$ cat src/rtl/hilo_muldiv_unit_pkg.sv
// Shared encodings for the HI/LO multiply/divide engine and the ALU output mux.
// Latency: n/a (constants, types and a helper function only).
// Backpressure: n/a.
// Contents: default widths, op codes, FSM state type, MFHI/MFLO mux selects, op check.
package hilo_muldiv_unit_pkg;

  localparam int HILO_DATA_W = 32;
  localparam int HILO_CNT_W  = 5;

  localparam logic [1:0] OP_MULTU = 2'b01;
  localparam logic [1:0] OP_DIVU  = 2'b10;

  // Select codes the ALU output mux uses to pick HI or LO.
  localparam logic [1:0] MFHI = 2'b10;
  localparam logic [1:0] MFLO = 2'b01;

  typedef enum logic [1:0] {
    ST_IDLE = 2'd0,
    ST_RUN  = 2'd1,
    ST_DONE = 2'd2
  } state_e;

  function automatic logic is_valid_op(input logic [1:0] op);
    return (op == OP_MULTU) || (op == OP_DIVU);
  endfunction

endpackage

$ cat src/rtl/hilo_muldiv_unit_if.sv
// Controller <-> HI/LO engine bundle: start/op/operands in, status and HI/LO out.
// Latency: n/a (wiring only).
// Backpressure: controller holds off new work while busy is high; start is a 1-cycle pulse.
// master: controller side (drives start/op/dataA/dataB); slave: engine side.
interface hilo_muldiv_unit_if #(
  parameter int DATA_W = 32
);
  logic              start;
  logic [1:0]        op;
  logic [DATA_W-1:0] dataA;
  logic [DATA_W-1:0] dataB;
  logic              busy;
  logic              done;
  logic              div_by_zero;
  logic [DATA_W-1:0] hi;
  logic [DATA_W-1:0] lo;

  modport master (
    output start, op, dataA, dataB,
    input  busy, done, div_by_zero, hi, lo
  );

  modport slave (
    input  start, op, dataA, dataB,
    output busy, done, div_by_zero, hi, lo
  );
endinterface

$ cat src/rtl/hilo_muldiv_unit_hilo_reg.sv
// Architectural HI/LO register pair; the ALU output mux reads hi_o/lo_o for MFHI/MFLO.
// Latency: 1 cycle from ld_i to hi_o/lo_o; values hold when ld_i is low.
// Backpressure: none, always accepts a load.
// Ports: clk, reset (async, active high), ld_i, hi_i, lo_i, hi_o, lo_o.
module hilo_reg #(
  parameter int DATA_W = 32
) (
  input  logic              clk,
  input  logic              reset,
  input  logic              ld_i,
  input  logic [DATA_W-1:0] hi_i,
  input  logic [DATA_W-1:0] lo_i,
  output logic [DATA_W-1:0] hi_o,
  output logic [DATA_W-1:0] lo_o
);

  logic [DATA_W-1:0] hi_q;
  logic [DATA_W-1:0] lo_q;

  always_ff @(posedge clk or posedge reset) begin
    if (reset) begin
      hi_q <= '0;
      lo_q <= '0;
    end else if (ld_i) begin
      hi_q <= hi_i;
      lo_q <= lo_i;
    end
  end

  assign hi_o = hi_q;
  assign lo_o = lo_q;

endmodule

$ cat src/rtl/hilo_muldiv_unit.sv
// Iterative MULTU/DIVU engine (shift-add / restoring divide) writing the HI/LO pair.
// Latency: DATA_W cycles start->HI/LO write, done the following cycle; DIVU by 0 completes at the start edge.
// Backpressure: busy high during RUN; start is ignored unless idle or in the done cycle.
// Ports: clk, reset (async, active high), bus (slave modport: start/op/dataA/dataB in; busy/done/div_by_zero/hi/lo out).
module hilo_muldiv_unit
  import hilo_muldiv_unit_pkg::*;
#(
  parameter int DATA_W = HILO_DATA_W,
  parameter int CNT_W  = HILO_CNT_W
) (
  input  logic              clk,
  input  logic              reset,
  hilo_muldiv_unit_if.slave bus
);

  localparam int AW = 2 * DATA_W;

  state_e            state_q, state_d;
  logic [CNT_W-1:0]  cnt_q, cnt_d;
  logic [AW-1:0]     acc_q, acc_d;
  // Multiplicand for MULTU, divisor for DIVU.
  logic [DATA_W-1:0] opnd_q, opnd_d;
  logic              is_div_q, is_div_d;
  logic              dbz_q, dbz_d;

  logic              ld;
  logic [DATA_W-1:0] ld_hi, ld_lo;
  logic [DATA_W-1:0] hi_w, lo_w;

  logic              accept;
  logic              start_div;

  // One iteration of each algorithm, computed from the current accumulator.
  logic [DATA_W:0]   mul_sum;
  logic [AW-1:0]     mul_nxt;
  logic              div_ge;
  logic [DATA_W-1:0] div_rem;
  logic [AW-1:0]     div_nxt;
  logic [AW-1:0]     acc_step;

  always_comb begin
    // Add into the upper half with the carry kept as bit DATA_W, then shift right.
    mul_sum = {1'b0, acc_q[AW-1:DATA_W]} + {1'b0, opnd_q};
    mul_nxt = acc_q[0] ? {mul_sum, acc_q[DATA_W-1:1]} : {1'b0, acc_q[AW-1:1]};

    // The upper 33 bits after the left shift are acc_q[AW-1:DATA_W-1]. When they
    // are >= divisor the difference is < divisor, so the low DATA_W bits suffice.
    div_ge  = acc_q[AW-1:DATA_W-1] >= {1'b0, opnd_q};
    div_rem = acc_q[AW-2:DATA_W-1] - opnd_q;
    div_nxt = div_ge ? {div_rem, acc_q[DATA_W-2:0], 1'b1} : {acc_q[AW-2:0], 1'b0};

    acc_step = is_div_q ? div_nxt : mul_nxt;
  end

  assign accept    = bus.start && is_valid_op(bus.op);
  assign start_div = (bus.op == OP_DIVU);

  always_comb begin
    state_d  = state_q;
    cnt_d    = cnt_q;
    acc_d    = acc_q;
    opnd_d   = opnd_q;
    is_div_d = is_div_q;
    dbz_d    = dbz_q;
    ld       = 1'b0;
    ld_hi    = '0;
    ld_lo    = '0;

    case (state_q)
      ST_IDLE, ST_DONE: begin
        if (accept) begin
          dbz_d    = 1'b0;
          cnt_d    = '0;
          is_div_d = start_div;
          if (start_div && (bus.dataB == '0)) begin
            // Divide by zero completes at the acceptance edge.
            ld      = 1'b1;
            ld_hi   = bus.dataA;
            ld_lo   = '1;
            dbz_d   = 1'b1;
            acc_d   = '0;
            opnd_d  = '0;
            state_d = ST_DONE;
          end else if (start_div) begin
            acc_d   = {{DATA_W{1'b0}}, bus.dataA};
            opnd_d  = bus.dataB;
            state_d = ST_RUN;
          end else begin
            acc_d   = {{DATA_W{1'b0}}, bus.dataB};
            opnd_d  = bus.dataA;
            state_d = ST_RUN;
          end
        end else if (state_q == ST_DONE) begin
          state_d = ST_IDLE;
        end
      end

      ST_RUN: begin
        acc_d = acc_step;
        cnt_d = cnt_q + 1'b1;
        if (cnt_q == CNT_W'(DATA_W - 1)) begin
          ld      = 1'b1;
          ld_hi   = acc_step[AW-1:DATA_W];
          ld_lo   = acc_step[DATA_W-1:0];
          state_d = ST_DONE;
        end
      end

      default: state_d = ST_IDLE;
    endcase
  end

  always_ff @(posedge clk or posedge reset) begin
    if (reset) begin
      state_q  <= ST_IDLE;
      cnt_q    <= '0;
      acc_q    <= '0;
      opnd_q   <= '0;
      is_div_q <= 1'b0;
      dbz_q    <= 1'b0;
    end else begin
      state_q  <= state_d;
      cnt_q    <= cnt_d;
      acc_q    <= acc_d;
      opnd_q   <= opnd_d;
      is_div_q <= is_div_d;
      dbz_q    <= dbz_d;
    end
  end

  hilo_reg #(
    .DATA_W(DATA_W)
  ) u_hilo_reg (
    .clk   (clk),
    .reset (reset),
    .ld_i  (ld),
    .hi_i  (ld_hi),
    .lo_i  (ld_lo),
    .hi_o  (hi_w),
    .lo_o  (lo_w)
  );

  assign bus.busy        = (state_q == ST_RUN);
  assign bus.done        = (state_q == ST_DONE);
  assign bus.div_by_zero = dbz_q;
  assign bus.hi          = hi_w;
  assign bus.lo          = lo_w;

endmodule

$ cat src/flat_wrapper.sv
// flat-port wrapper written by rule: the top's interface ports become plain ports
module hilo_muldiv_unit_flat import hilo_muldiv_unit_pkg::*;
#(
  parameter int DATA_W = HILO_DATA_W,
  parameter int CNT_W  = HILO_CNT_W
)
  (clk, reset, bus_start, bus_op, bus_dataA, bus_dataB, bus_busy, bus_done, bus_div_by_zero, bus_hi, bus_lo);
  hilo_muldiv_unit_if #(.DATA_W(DATA_W)) bus_i ();
  input  logic clk;
  input  logic reset;
  input wire logic [$bits(bus_i.start)-1:0] bus_start;
  input wire logic [$bits(bus_i.op)-1:0] bus_op;
  input wire logic [$bits(bus_i.dataA)-1:0] bus_dataA;
  input wire logic [$bits(bus_i.dataB)-1:0] bus_dataB;
  output wire logic [$bits(bus_i.busy)-1:0] bus_busy;
  output wire logic [$bits(bus_i.done)-1:0] bus_done;
  output wire logic [$bits(bus_i.div_by_zero)-1:0] bus_div_by_zero;
  output wire logic [$bits(bus_i.hi)-1:0] bus_hi;
  output wire logic [$bits(bus_i.lo)-1:0] bus_lo;
  assign bus_i.start = bus_start;
  assign bus_i.op = bus_op;
  assign bus_i.dataA = bus_dataA;
  assign bus_i.dataB = bus_dataB;
  assign bus_busy = bus_i.busy;
  assign bus_done = bus_i.done;
  assign bus_div_by_zero = bus_i.div_by_zero;
  assign bus_hi = bus_i.hi;
  assign bus_lo = bus_i.lo;
  hilo_muldiv_unit #(.DATA_W(DATA_W), .CNT_W(CNT_W)) u_core (.clk(clk), .reset(reset), .bus(bus_i));
endmodule
$ cat config.mk
export PLATFORM = sky130hd
export DESIGN_NAME = hilo_muldiv_unit_flat
export DESIGN_NICKNAME = d
export VERILOG_FILES = /design/src/rtl/hilo_muldiv_unit_pkg.sv /design/src/rtl/hilo_muldiv_unit_if.sv /design/src/rtl/hilo_muldiv_unit_hilo_reg.sv /design/src/rtl/hilo_muldiv_unit.sv /design/src/flat_wrapper.sv
export SDC_FILE = /design/constraint.sdc
export NUM_CORES = 1
export LEC_CHECK = 0
export ABC_AREA = 1
export ABC_CLOCK_PERIOD_IN_PS = 6000
export CAP_MARGIN = 40
export CORE_MARGIN = 3
export CORE_UTILIZATION = 41
export DETAILED_ROUTE_END_ITERATION = 12
export PLACE_DENSITY = 0.68
export RECOVER_POWER = 25
export SETUP_SLACK_MARGIN = 0.2
export SLEW_MARGIN = 30
export SYNTH_ARGS = -nofsm -noshare
export SYNTH_HDL_FRONTEND = slang
export SYNTH_SLANG_ARGS = --single-unit
export TNS_END_PERCENT = 30
$ cat constraint.sdc
create_clock -name clk -period 6 [get_ports clk]
set_input_delay 1.2 -clock clk [delete_from_list [all_inputs] [get_ports clk]]
set_output_delay 1.2 -clock clk [all_outputs]
set_load 0.05 [all_outputs]
=== Word level (Yosys, flattened, before mapping) ===
Index checks and enable logic that the tools add are counted.

* Reductions and logical operators: 10
* Bitwise operators: 0
* Magnitude comparators: 1
* Multipliers: 0
* Divide/modulo/power cells: 0
* Shifts and indexed selects: 0
* Equal/unequal tests: 8
* Multiplexer cells: 28
* Add/subtract/negate cells: 3

{| class="wikitable"
|+ Operators with widths
! cell !! count
|-
| 64-bit two-way mux || 5
|-
| 32-bit two-way mux || 9
|-
| 32-bit one-hot mux with 2 select lines || 2
|-
| 64-bit one-hot mux with 2 select lines || 1
|-
| 32-bit by 32-bit adder with 33-bit output || 1
|-
| 33-bit by 32-bit greater-or-equal comparator with 1-bit output || 1
|-
| 32-bit logical NOT || 1
|-
| 32-bit subtractor || 1
|-
| 5-bit one-hot mux with 2 select lines || 1
|-
| 2-bit two-way mux || 4
|-
| 2-bit AND reduction || 3
|-
| 5-bit by 1-bit adder with 5-bit output, second input constant || 1
|-
| 5-bit == test, second input constant || 1
|-
| 5-bit two-way mux || 1
|-
| 2-bit by 1-bit == test with 1-bit output, second input constant || 2
|-
| 2-bit == test, second input constant || 2
|-
| 2-bit by 1-bit != test with 1-bit output, second input constant || 2
|-
| 2-bit one-hot mux with 2 select lines || 1
|-
| 1-bit two-way mux || 3
|-
| 3-bit by 2-bit != test with 1-bit output, second input constant || 1
|-
| 1-bit logical AND || 2
|-
| 2-bit logical NOT || 1
|-
| 1-bit one-hot mux with 2 select lines || 1
|-
| 2-bit nonzero test || 1
|-
| other kinds (2) || 2
|}

* Output and inout bits: 67
* Memories kept: 0
* Word-level logic and storage cells: 58
* Bits of input ports: 69
* Bits in writable memories: 0
* Register bits: 169
* ROM bits: 0
* Latch bits: 0

=== Longest topological paths before layout ===
* Word-level depth: 5
* Gate-level depth with buffers: 17
* Mapped depth without buffers: 17

=== Hierarchy ===
From an unflattened synthesis, not the netlist that was laid out.

* Cell total of the unflattened synthesis: 2,425
* Area, all modules: 14,654.1 um^2

{| class="wikitable"
|+ By module, submodules not included
! module !! area each (um^2) !! cells an instance !! times used !! seq. area each (um^2)
|-
| hilo_muldiv_unit || 12,204.2 || 2,154 || 1 || 2,627.5
|-
| hilo_reg || 2,449.8 || 271 || 1 || 1,601.5
|}

=== Least setup slack after synthesis ===
No wires, ideal clock.

* Kind: input -> register
* Start point: in bus_op[0]
* End point: reg u_core.acc_q[32]
* Setup time: 118 ps
* Slack: 3,198 ps
* Path buffers: 2
* Cell stages on the path: 12
* Arrival: 2,684 ps
* Required time: 5,882 ps
* Cells stage by stage: inv_1 > ha_1 > nor2_1 > inv_1 > nor2_2 > inv_2 > nand2_1 > inv_1 > buf_2 > clkbuf_1 > nand2_1 > nand2_1

* Cells in the longest elaborated chain, start to end: 5
* Elaborated cells on any way between the ends: 6
* Those cells by class: 3 x eq/ne; 3 x reduce/logical

{| class="wikitable"
|+ Ends and longest elaborated chain
! element !! line !! RTL
|-
| from (decl) || flat_wrapper.sv:12 || <nowiki>input wire logic [$bits(bus_i.op)-1:0] bus_op;</nowiki>
|-
| 2-bit by 1-bit == test with 1-bit output / 2-bit == test (equally long branches) || hilo_muldiv_unit_pkg.sv:24, hilo_muldiv_unit.sv:56 ||
|-
| 1-bit logical OR (*) || hilo_muldiv_unit_pkg.sv:24 || <nowiki>return (op == OP_MULTU) || (op == OP_DIVU);</nowiki>
|-
| 1-bit logical AND (*) || hilo_muldiv_unit.sv:55 || <nowiki>assign accept = bus.start && is_valid_op(bus.op);</nowiki>
|-
| 2-bit by 1-bit != test with 1-bit output (no source line) (*) || n/a ||
|-
| 2-bit AND reduction (no source line) (*) || n/a ||
|-
| to (signal assigned) || hilo_muldiv_unit.sv:117 || <nowiki>acc_q <= '0;</nowiki>
|-
| to (signal assigned) || hilo_muldiv_unit.sv:124 || <nowiki>acc_q <= acc_d;</nowiki>
|-
| to (decl) || hilo_muldiv_unit.sv:20 || <nowiki>logic [AW-1:0] acc_q, acc_d;</nowiki>
|}

Every way passes the cells marked *; elsewhere a longest branch is shown, timed or not.
A chain may end at the register's enable or synchronous reset.

==> metrics <==
status complete, but fails checks; failing checks capacitance limit, slew limit; Port Buffer Count 135; number of clock sinks 169; total congestion overflow 0; Synth area leader dfrtp_1; Max Slew Vio Count 70; YS warnings 0; Post-synth EDFFs 0; CTS buffer count 17; global-route wire length before repair 85300 um; Final Setup Violations 0; critical path arrival 4.48 ns; clk_lat worst skew 0.45 ns; via count 15.5k; pre-CTS setup slack 1.78 ns; post-CTS sizing 0; DRC violations left 0; Yosys top cell area share 30.2%; Final Wtd Congestion 0.991; drt wl/cell 20.7 um; Top FF cell, synth dfrtp_1; f_max 228 MHz; Yosys reg bits 169; Worst Path Required 6.10 ns; initial antenna violation count 3; Slew HR -49.5%; CTS Hold Bufs 0; Die Y 191 um; Final Skew 0.0145 ns; Diodes inserted 0; Min-Delay Startpoint u_core.u_hilo_reg.lo_o[27]$_DFFE_PP0P_; Mapped Nets 2329; # rows 67; Longest Clk Path Bufs 2; fin nets 2409; r2r worst-path depth 16; crit path capture type async pin; Hold Vio Cnt, Final 0; hold path depth 2; DIE AREA 36400 um^2; total negative slack 0 ns; reg2reg start u_core.opnd_q[8]$_DFFE_PP0P_; layout cells sized above 1 3.33%; vias in the first global route 14.6k; Post-Synthesis Cell Area 14000 um^2; flop-to-flop setup slack 2.71 ns; period utilization 73.0%; clock root buffer clkbuf_16; clock-pin slew on the worst setup and hold paths 0.07 ns; synth top area cells dfrtp_1, nand2_1, nand3_1; Initial Utilization 41.6%; Worst setup SP type primary input; max-cap violations 2; final setup margin 1.62 ns; syn avg cell area 6.38 um^2; worst min path class reg -> reg; worst flop-to-flop path endpoint u_core.u_hilo_reg.hi_o[27]$_DFFE_PP0P_; First DRT Iteration DRCs 1459; I/O pin cnt 136; DP Wirelength 43200 um; area of the core 33600 um^2; Mapped Cells 2191; min Tclk post-route 4.38 ns; final wirelength 56400 um; Yosys cell types 41; largest net degree at the start of global routing 82; CP Max Fanout 38; Async SR Flop Fraction 100%; via/cell ratio 5.67; Tightest Pin Transition 2.24 ns; WS Path Type in -> async; RSZ-0062 raised after global routing no; Seq/Total Area, Yosys 30.2%; setup bufs post-CTS 0; Final ANT Viol Nets 0; synthesis-to-finish area growth 16.5%; 1st-pass router iterations 6; Hold Path End u_core.u_hilo_reg.lo_o[27]$_DFFE_PP0P_; synth cell count leaders nand2_1, nand3_1, inv_1; H-tree depth 4; CTS tree done; Overall Global Routing Usage 30.8%; Post-Route Utilization 48.5%; most common cell in the netlist nand2_1; chip width 191 um
## stage by stage
| step | instance area, um^2 | std cells | hold slack, ns |
|---|---|---|---|
| 2_1_floorplan | 14000 | 2191 | 0.470 |
| 3_3_place_gp | 15600 | 2698 | 0.487 |
| 3_5_place_dp | 15700 | 2699 | 0.498 |
| 4_1_cts | 16300 | 2731 | 0.513 |
| 5_1_grt | 16300 | 2732 | 0.530 |
| 6_report | 16300 | 2732 | 0.507 |
## registers in the layout, indices dropped and copies added (netlist names)
| signal | cells |
|---|---|
| u_core.u_hilo_reg.lo_o | 32 |
| u_core.state_q | 2 |
| u_core.cnt_q | 5 |
| u_core.is_div_q | 1 |
| u_core.opnd_q | 32 |
| u_core.u_hilo_reg.hi_o | 32 |
| u_core.acc_q | 64 |
| u_core.bus.div_by_zero | 1 |
## how the worst max path moves through the flow
stage | startpoint | endpoint
floorplan | reset | u_core.acc_q[0]$_DFFE_PP0P_
global placement | bus_op[0] | u_core.u_hilo_reg.hi_o[14]$_DFFE_PP0P_
detailed placement | bus_op[0] | u_core.u_hilo_reg.hi_o[8]$_DFFE_PP0P_
CTS | bus_op[0] | u_core.u_hilo_reg.hi_o[8]$_DFFE_PP0P_
global route | reset | u_core.u_hilo_reg.lo_o[6]$_DFFE_PP0P_
finish | reset | u_core.acc_q[25]$_DFFE_PP0P_
## final cells by class
class                      instances  area (um^2)
fill                            3458        17300
sequential                       169         4230
timing repair buffer             153         1530
clock buffer                      17          425
inverter                         296         1110
multi-input combinational       1634         8250
tap                              448          561
clock inverter                    15          179
## per-layer routing
metal / track usage [%] / share of wire, % / vias to the layer above
met2: 50.0 / 46 / 704
met3: 5.86 / 8.6 / 98
met4: 8.44 / 2.4 / 6
li1: - / - / 7338
met5: 0 / 0.062 / -
met1: 42.1 / 43 / 7353
## critical path: stages
cell and delay (ns):
dlygate4sd3_1 0.55, clkinvlp_2 1.02, clkbuf_1 1.67
## cells in the final DEF (no fill, tap or decap), types with 6 or more instances in the layout
cell             count
clkbuf_16           17
xor2_1              15
a21oi_1            103
buf_4               14
ha_1                65
nor3_1              15
clkdlybuf4s50_1    134
mux2i_1             15
nor4_1               9
o31ai_1             15
o21ai_0            100
nand2_2              6
nand2_1            672
dfrtp_1            168
nand3b_1            10
inv_1              290
a22o_1              12
nor2_1             147
nand3_1            337
o211ai_1            16
o221ai_1            30
xnor2_1              6
nand4_1             28
## kinds of logic (layout without fill, tap and decap cells)
group / count (synthesis) / in the layout / share of synthesized area (%)
simple gates: 1241 / 1241 / 38.0
buf+inv: 388 / 481 / 10.9
compound gates: 288 / 288 / 12.2
flops: 169 / 169 / 30.2
fa+ha+maj: 69 / 69 / 6.28
xor+xnor: 21 / 21 / 1.31
mux: 15 / 15 / 1.07
Power is not shown: default switching activity piles up to over one toggle a cycle in this logic, so the estimate is an artifact.
